`src/rtl/miriscv_rvfi_trace_buffer.sv`:
```
// Elastic FIFO between the miriscv RVFI retirement port and the trace consumer.
// Optional rvfi_order continuity checker enabled by `define MIRISCV_TRACE_ORDER_CHECK_EN.
module miriscv_rvfi_trace_buffer #(
  parameter int DEPTH      = 8,
  parameter int DROP_CNT_W = 16
) (
  input  logic                       clk_i,
  input  logic                       arstn_i,
  input  logic                       rvfi_valid_i,
  input  logic [63:0]                rvfi_order_i,
  input  logic [31:0]                rvfi_insn_i,
  input  logic                       rvfi_trap_i,
  input  logic [31:0]                rvfi_pc_rdata_i,
  input  logic [31:0]                rvfi_pc_wdata_i,
  input  logic [4:0]                 rvfi_rd_addr_i,
  input  logic [31:0]                rvfi_rd_wdata_i,
  output logic                       trace_valid_o,
  input  logic                       trace_ready_i,
  output logic [63:0]                trace_order_o,
  output logic [31:0]                trace_insn_o,
  output logic                       trace_trap_o,
  output logic [31:0]                trace_pc_rdata_o,
  output logic [31:0]                trace_pc_wdata_o,
  output logic [4:0]                 trace_rd_addr_o,
  output logic [31:0]                trace_rd_wdata_o,
  output logic [$clog2(DEPTH):0]     count_o,
  output logic                       almost_full_o,
  output logic                       overflow_o,
  output logic [DROP_CNT_W-1:0]      drop_cnt_o,
  output logic                       order_err_o,
  output logic [63:0]                order_err_val_o
);

  localparam int PTR_W = $clog2(DEPTH);
  localparam int CNT_W = PTR_W + 1;
  localparam int PKT_W = 64 + 32 + 1 + 32 + 32 + 5 + 32;
  localparam logic [CNT_W-1:0] FULL_CNT = CNT_W'(DEPTH);
  localparam logic [CNT_W-1:0] AF_CNT   = CNT_W'(DEPTH - 1);

  function automatic logic [DROP_CNT_W-1:0] sat_inc(input logic [DROP_CNT_W-1:0] v);
    return (&v) ? v : v + DROP_CNT_W'(1);
  endfunction

  logic [PKT_W-1:0] mem [DEPTH];
  logic [PKT_W-1:0] pkt_in;
  logic [PKT_W-1:0] head_pkt;
  logic [PTR_W-1:0] wr_ptr;
  logic [PTR_W-1:0] rd_ptr;
  logic [CNT_W-1:0] count;
  logic             full;
  logic             push;
  logic             pop;

  assign full  = (count == FULL_CNT);
  assign pop   = trace_valid_o && trace_ready_i;
  assign push  = rvfi_valid_i && (!full || pop);

  assign pkt_in = {rvfi_order_i, rvfi_insn_i, rvfi_trap_i, rvfi_pc_rdata_i,
                   rvfi_pc_wdata_i, rvfi_rd_addr_i, rvfi_rd_wdata_i};

  // Storage write: data path carries no reset; empty slots are masked on read.
  always_ff @(posedge clk_i) begin
    if (push) mem[wr_ptr] <= pkt_in;
  end

  // Control: pointers, occupancy and drop accounting.
  always_ff @(posedge clk_i or negedge arstn_i) begin
    if (!arstn_i) begin
      wr_ptr     <= '0;
      rd_ptr     <= '0;
      count      <= '0;
      overflow_o <= 1'b0;
      drop_cnt_o <= '0;
    end else begin
      if (push) wr_ptr <= wr_ptr + PTR_W'(1);
      if (pop)  rd_ptr <= rd_ptr + PTR_W'(1);
      case ({push, pop})
        2'b10:   count <= count + CNT_W'(1);
        2'b01:   count <= count - CNT_W'(1);
        default: count <= count;
      endcase
      if (rvfi_valid_i && !push) begin
        overflow_o <= 1'b1;
        drop_cnt_o <= sat_inc(drop_cnt_o);
      end
    end
  end

  assign count_o       = count;
  assign trace_valid_o = (count != '0);
  assign almost_full_o = (count >= AF_CNT);

  // Head entry is forced to zero while empty so reset clears the visible packet at once.
  assign head_pkt = trace_valid_o ? mem[rd_ptr] : '0;
  assign {trace_order_o, trace_insn_o, trace_trap_o, trace_pc_rdata_o,
          trace_pc_wdata_o, trace_rd_addr_o, trace_rd_wdata_o} = head_pkt;

`ifdef MIRISCV_TRACE_ORDER_CHECK_EN
  logic [63:0] exp_order;

  // Every retirement strobe is checked, including ones the FIFO drops.
  always_ff @(posedge clk_i or negedge arstn_i) begin
    if (!arstn_i) begin
      exp_order       <= '0;
      order_err_o     <= 1'b0;
      order_err_val_o <= '0;
    end else if (rvfi_valid_i) begin
      if ((rvfi_order_i != exp_order) && !order_err_o) begin
        order_err_o     <= 1'b1;
        order_err_val_o <= rvfi_order_i;
      end
      exp_order <= rvfi_order_i + 64'd1;
    end
  end
`else
  assign order_err_o     = 1'b0;
  assign order_err_val_o = '0;
`endif

endmodule

```
`config.mk`:
```
export PLATFORM = sky130hd
export DESIGN_NAME = miriscv_rvfi_trace_buffer
export DESIGN_NICKNAME = d
export VERILOG_FILES = /design/src/rtl/miriscv_rvfi_trace_buffer.sv
export SDC_FILE = /design/constraint.sdc
export NUM_CORES = 2
export LEC_CHECK = 0
export CAP_MARGIN = 10
export CELL_PAD_IN_SITES_DETAIL_PLACEMENT = 0
export CELL_PAD_IN_SITES_GLOBAL_PLACEMENT = 2
export CORE_MARGIN = 2
export CORE_UTILIZATION = 40
export DETAILED_ROUTE_END_ITERATION = 8
export PLACE_DENSITY_LB_ADDON = 0.1
export SLEW_MARGIN = 40
export SYNTH_ARGS = -nofsm -noshare
export SYNTH_HDL_FRONTEND = slang
export SYNTH_SLANG_ARGS = --single-unit
```
`constraint.sdc`:
```
create_clock -name clk_i -period 18.2 [get_ports clk_i]
set_clock_uncertainty 0.05 [all_clocks]
set_input_delay 4.55 -clock clk_i [delete_from_list [all_inputs] [get_ports clk_i]]
set_output_delay 4.55 -clock clk_i [all_outputs]
set_load 0.05 [all_outputs]
```
# Yosys cells after proc, flatten, opt, wreduce, memory -nomap -nowiden
# Memory sizes are Yosys's and may differ from the RTL's.
# Cells that the tools add are included.
# Widths: inputs -> output; s select.
# op_classes
add_sub_neg	5
n_mul	0
n_div	0
order_cmp	1
n_eq_ne	3
shifts	0
n_mux	4
n_bitwise	1
reduce_logical	10
# ops
cell	count
$mux 198	1
$add 16x1->16 const B	1
$reduce_and 16->1	1
$pmux 4 s2	1
$add 3x1->3 const B	2
$add 4x1->4 const B	1
$eq 4x4->1 const B	1
$ge 4x3->1 const B	1
$reduce_bool 4->1	1
$sub 4x1->4 const B	1
$logic_and 1x1->1	3
$eq 2x1->1 const B	1
$eq 2x2->1 const B	1
$logic_not 1->1	2
$mux 1	2
$reduce_and 2->1	1
$reduce_bool 2->1	1
$logic_or 1x1->1	1
$not 1->1	1
# word_totals
reg_bits	27
latchBits	0
ram_bits	1584
mem_bits_ro	0
input_bits	202
out_inout_bits	286
elab_cells	30
memories	1
# mem_list
memory	words	width	rd	rd_clocked_by_memory_dff	write_ports	line_no	text
mem	8	198	1	0	1	44	logic [PKT_W-1:0] mem [DEPTH];

# Logic depth before layout (Yosys ltp)
# logic_depth
word_depth	7
mapped_depth	8

# Least setup slack after synthesis
# OpenSTA, ideal clock, no wires.
# synth_path
path_kind	input to register
start	input trace_ready_i
end	memory mem[0][0] (netlist bit) (enable)
setup_ns	0.998
arrival_time_ns	18.220
required_ns	17.152
slack_ns	-1.068
cell_stages	3
cell_sequence	o31a_1 nand2b_1 nor3_1
# synth_between
elab_chain_cells	5
# synth_lines
item	line_no	text
start, declared	18	input logic trace_ready_i,
$logic_and 1x1->1	55	assign pop = trace_valid_o && trace_ready_i;
$logic_or 1x1->1	56	assign push = rvfi_valid_i && (!full || pop);
$logic_and 1x1->1	56	
$mux 1	63	if (push) mem[wr_ptr] <= pkt_in;
$mux 1 (implied by the code)	63	
end, declared	44	
# No other way between the ends.

# Final worst setup path
# layout_path
start	register rd_ptr[0]
end	output trace_order_o[4]
# layout_between
elab_chain_cells	2
# layout_lines
item	line_no	text
start, declared	48	logic [PTR_W-1:0] rd_ptr;
start signal, assigned	76	if (pop) rd_ptr <= rd_ptr + PTR_W'(1);
$mem_v2 8x198	-	
$mux 198	94	assign head_pkt = trace_valid_o ? mem[rd_ptr] : '0;
end, declared	19	output logic [63:0] trace_order_o,
# No other way between the ends.

==> reports/metrics.csv <==
metric,value,unit
grtUsageTotal,18.31,%
cp_top_family,buffers and inverters,
relSlewSlack,43.07,%
die_h,396.7,µm
top_usage_layer,met2,
viasPerCell,5.255,
rsz0062_at_grt,no,
netlist_area,0.06170,mm²
clock_path_buffers,3,
synth_top_flop_cell,edfxtp_1,
fin_setup_tns,0,ps
via_count,28470,
cts_hold_buf,0,
drive_above_1_share,21.13,%
initial_utilization,40.14,%
die_area,0.1574,mm²
die_x,396.7,µm
worstSetupPathType,flip-flop to primary output,
post_cts_buffers,0,
worstSetupEndpointType,primary output,
post_cts_resized,0,
seq_area_frac_synth,78.19,%
gp_congestion,0.7253,
fill_cells,12500,
numPortBuffers,422,
cpPeakStageDelay,790,ps
drc,0,
path_clk_slew,60,ps
synth-edff-count,1584,
cts_made_buffers,174,
hold_class,flip-flop to flip-flop,
drt_first_pass_iters,5,
cp_num_buf_inv,5,
arrival,4840,ps
place.detailed.hpwl,77050,µm
synthArstFlopShare,1.676,%
powerDensity,185.1,mW/mm²
cp.required,13600,ps
rows,144,
setup_viol,0,
grt_pass1_wl,210200,µm
drt-total-wl,143400,µm
core,0.1537,mm²
power.leakage,24.17,nW
area_growth,20.29,%
drt_iter0_drc,1755,
wl_per_cell,26.47,µm
root_buffer,clkbuf_16,
cp-start-kind,flip-flop,
worst_slew_pin_slew,854.0,ps
status,finished clean,
slew_violations,0,
syn_area_per_cell,22.77,µm²
syn_inst,2710,
slowest_stage,dfrtp_4,
synthMostInstantiatedCell,edfxtp_1,
post-route-min-period,9440,ps
grt_pass1_vias,30660,
ant_nets,0,
yosys-top-cells-area,"edfxtp_1 (77%), mux4_2 (14%), mux2i_1 (3.2%)",
clkSinkCount,1611,
cp_cell_sequence,buf_12 > buf_16 > buf_12 > buf_16 > mux4_2 > mux2i_1 > nor2_1 > clkdlybuf4s50_1,
finalCritPeriodShare,51.87,%
antenna_found_initial,27,
yosysTopAreaCellShare,77.10,%
ys_types,44,
synth_seq_cells,1611,
overflow,0,
yosys_warnings,0,
hold_violations,0,
cts_tree,yes,
total_power,13.74,mW
clk_latency,790,ps
path_max_fanout,55,
ios,488,
htreeDepth,4,
grt.met3_usage,5.109,%
fmax,105.9,MHz
peakVddDrop,0.1285,mV
synthTopCellsByCount,"edfxtp_1 (1584), mux4_2 (396), nor2_1 (207), mux2i_1 (199), buf_4 (65)",
yosysTopAreaCell,edfxtp_1,
reg2reg_setup_slack,14230,ps
grt_max_degree,123,
drv_cap,0,
grtUsageMet1,23.62,%
fin_nets,3438,
grtUsageMet2,30.84,%
cell families after synthesis:
kind of cell	count (synthesis)	share of synthesized area, %
AO/OA/AOI/OAI	12	0.1420
XOR/XNOR	20	0.2839
adder cells (fa/ha/maj)	6	0.1338
buffers and inverters	205	1.754
flip-flops	1611	78.19
multiplexers	599	17.76
other	1	0.006078
AND/OR/NAND/NOR	256	1.732
layout by cell type (no fill, tap or decap), types with 5 or more instances in the layout:
| cell | n |
|---|---|
| mux4_2 | 396 |
| nor2_1 | 201 |
| ha_1 | 5 |
| xnor2_1 | 9 |
| conb_1 | 65 |
| buf_4 | 10 |
| nand3_1 | 9 |
| edfxtp_1 | 1584 |
| buf_12 | 17 |
| inv_1 | 5 |
| bufinv_16 | 12 |
| clkinv_2 | 32 |
| clkinvlp_4 | 5 |
| nor3_1 | 6 |
| buf_6 | 16 |
| nor2_4 | 7 |
| nand4_1 | 5 |
| clkdlybuf4s50_1 | 421 |
| clkbuf_16 | 178 |
| clkbuf_1 | 41 |
| dfrtp_1 | 24 |
| xor2_1 | 11 |
| buf_16 | 13 |
| clkinv_1 | 36 |
| mux2i_1 | 199 |
| nand2_1 | 7 |
| nand2b_1 | 5 |
through the flow:
stage | hold slack, ps | util, % | setup WS [ps] | std cells | area, µm²
floorplan | 430.5 | - | 4254 | 2774 | 61950
global placement | 406.1 | 44.38 | 8830 | 5079 | 68200
detailed placement | 422.8 | 44.67 | 9363 | 5095 | 68650
CTS | 435.5 | 48.24 | 8476 | 5411 | 74140
global route | 463.6 | 48.29 | 8310 | 5415 | 74210
finish | 425.9 | 48.29 | 8760 | 5417 | 74220
path summary, 6_finish.rpt:
kind | start | end | depth (start not counted)
min in group asynchronous | arstn_i | drop_cnt_o[3]$_DFFE_PN0P_ | 1
min reg2reg | overflow_o$_DFFE_PN0P_ | overflow_o$_DFFE_PN0P_ | 1
min | overflow_o$_DFFE_PN0P_ | overflow_o$_DFFE_PN0P_ | 1
max reg2reg | count_o[0]$_DFFE_PN0P_ | mem[7][161]$_DFFE_PP_ | 6
max in group asynchronous | arstn_i | rd_ptr[2]$_DFFE_PN0N_ | 1
max | rd_ptr[0]$_DFFE_PN0N_ | trace_order_o[4] | 8
power breakdown:
part / total (mW) / internal (mW) / switching (mW)
Clock: 3.37 / 1.97 / 1.40
Combinational: 5.55 / 2.04 / 3.52
Sequential: 4.81 / 4.65 / 0.159
Total: 13.7 / 8.66 / 5.08
layer usage:
| metal | vias to the layer above | part of all wire (%) |
|---|---|---|
| met5 | - | 0.19 |
| met4 | 42 | 1.7 |
| met3 | 214 | 6.1 |
| met2 | 646 | 50 |
| met1 | 15350 | 42 |
| li1 | 12220 | - |
area by class of cell:
type                       count  area, µm²  share of cell area (%)
antenna                        3      7.507                 0.01012
clock buffer                 221       4636                   6.246
clock inverter                95      857.1                   1.155
inverter                       5      18.77                 0.02529
multi-input combinational    958      12690                   17.09
sequential                  1611      48250                   65.02
tap                         2044       2557                   3.446
timing repair buffer         480       5202                   7.010
registers in the layout (all words and copies together), names as in the netlist:
name and count:
mem 1584, count_o 4, drop_cnt_o 16, overflow_o 1
wr_ptr 3, rd_ptr 3
Note: power is estimated with default switching activity, not from simulation.
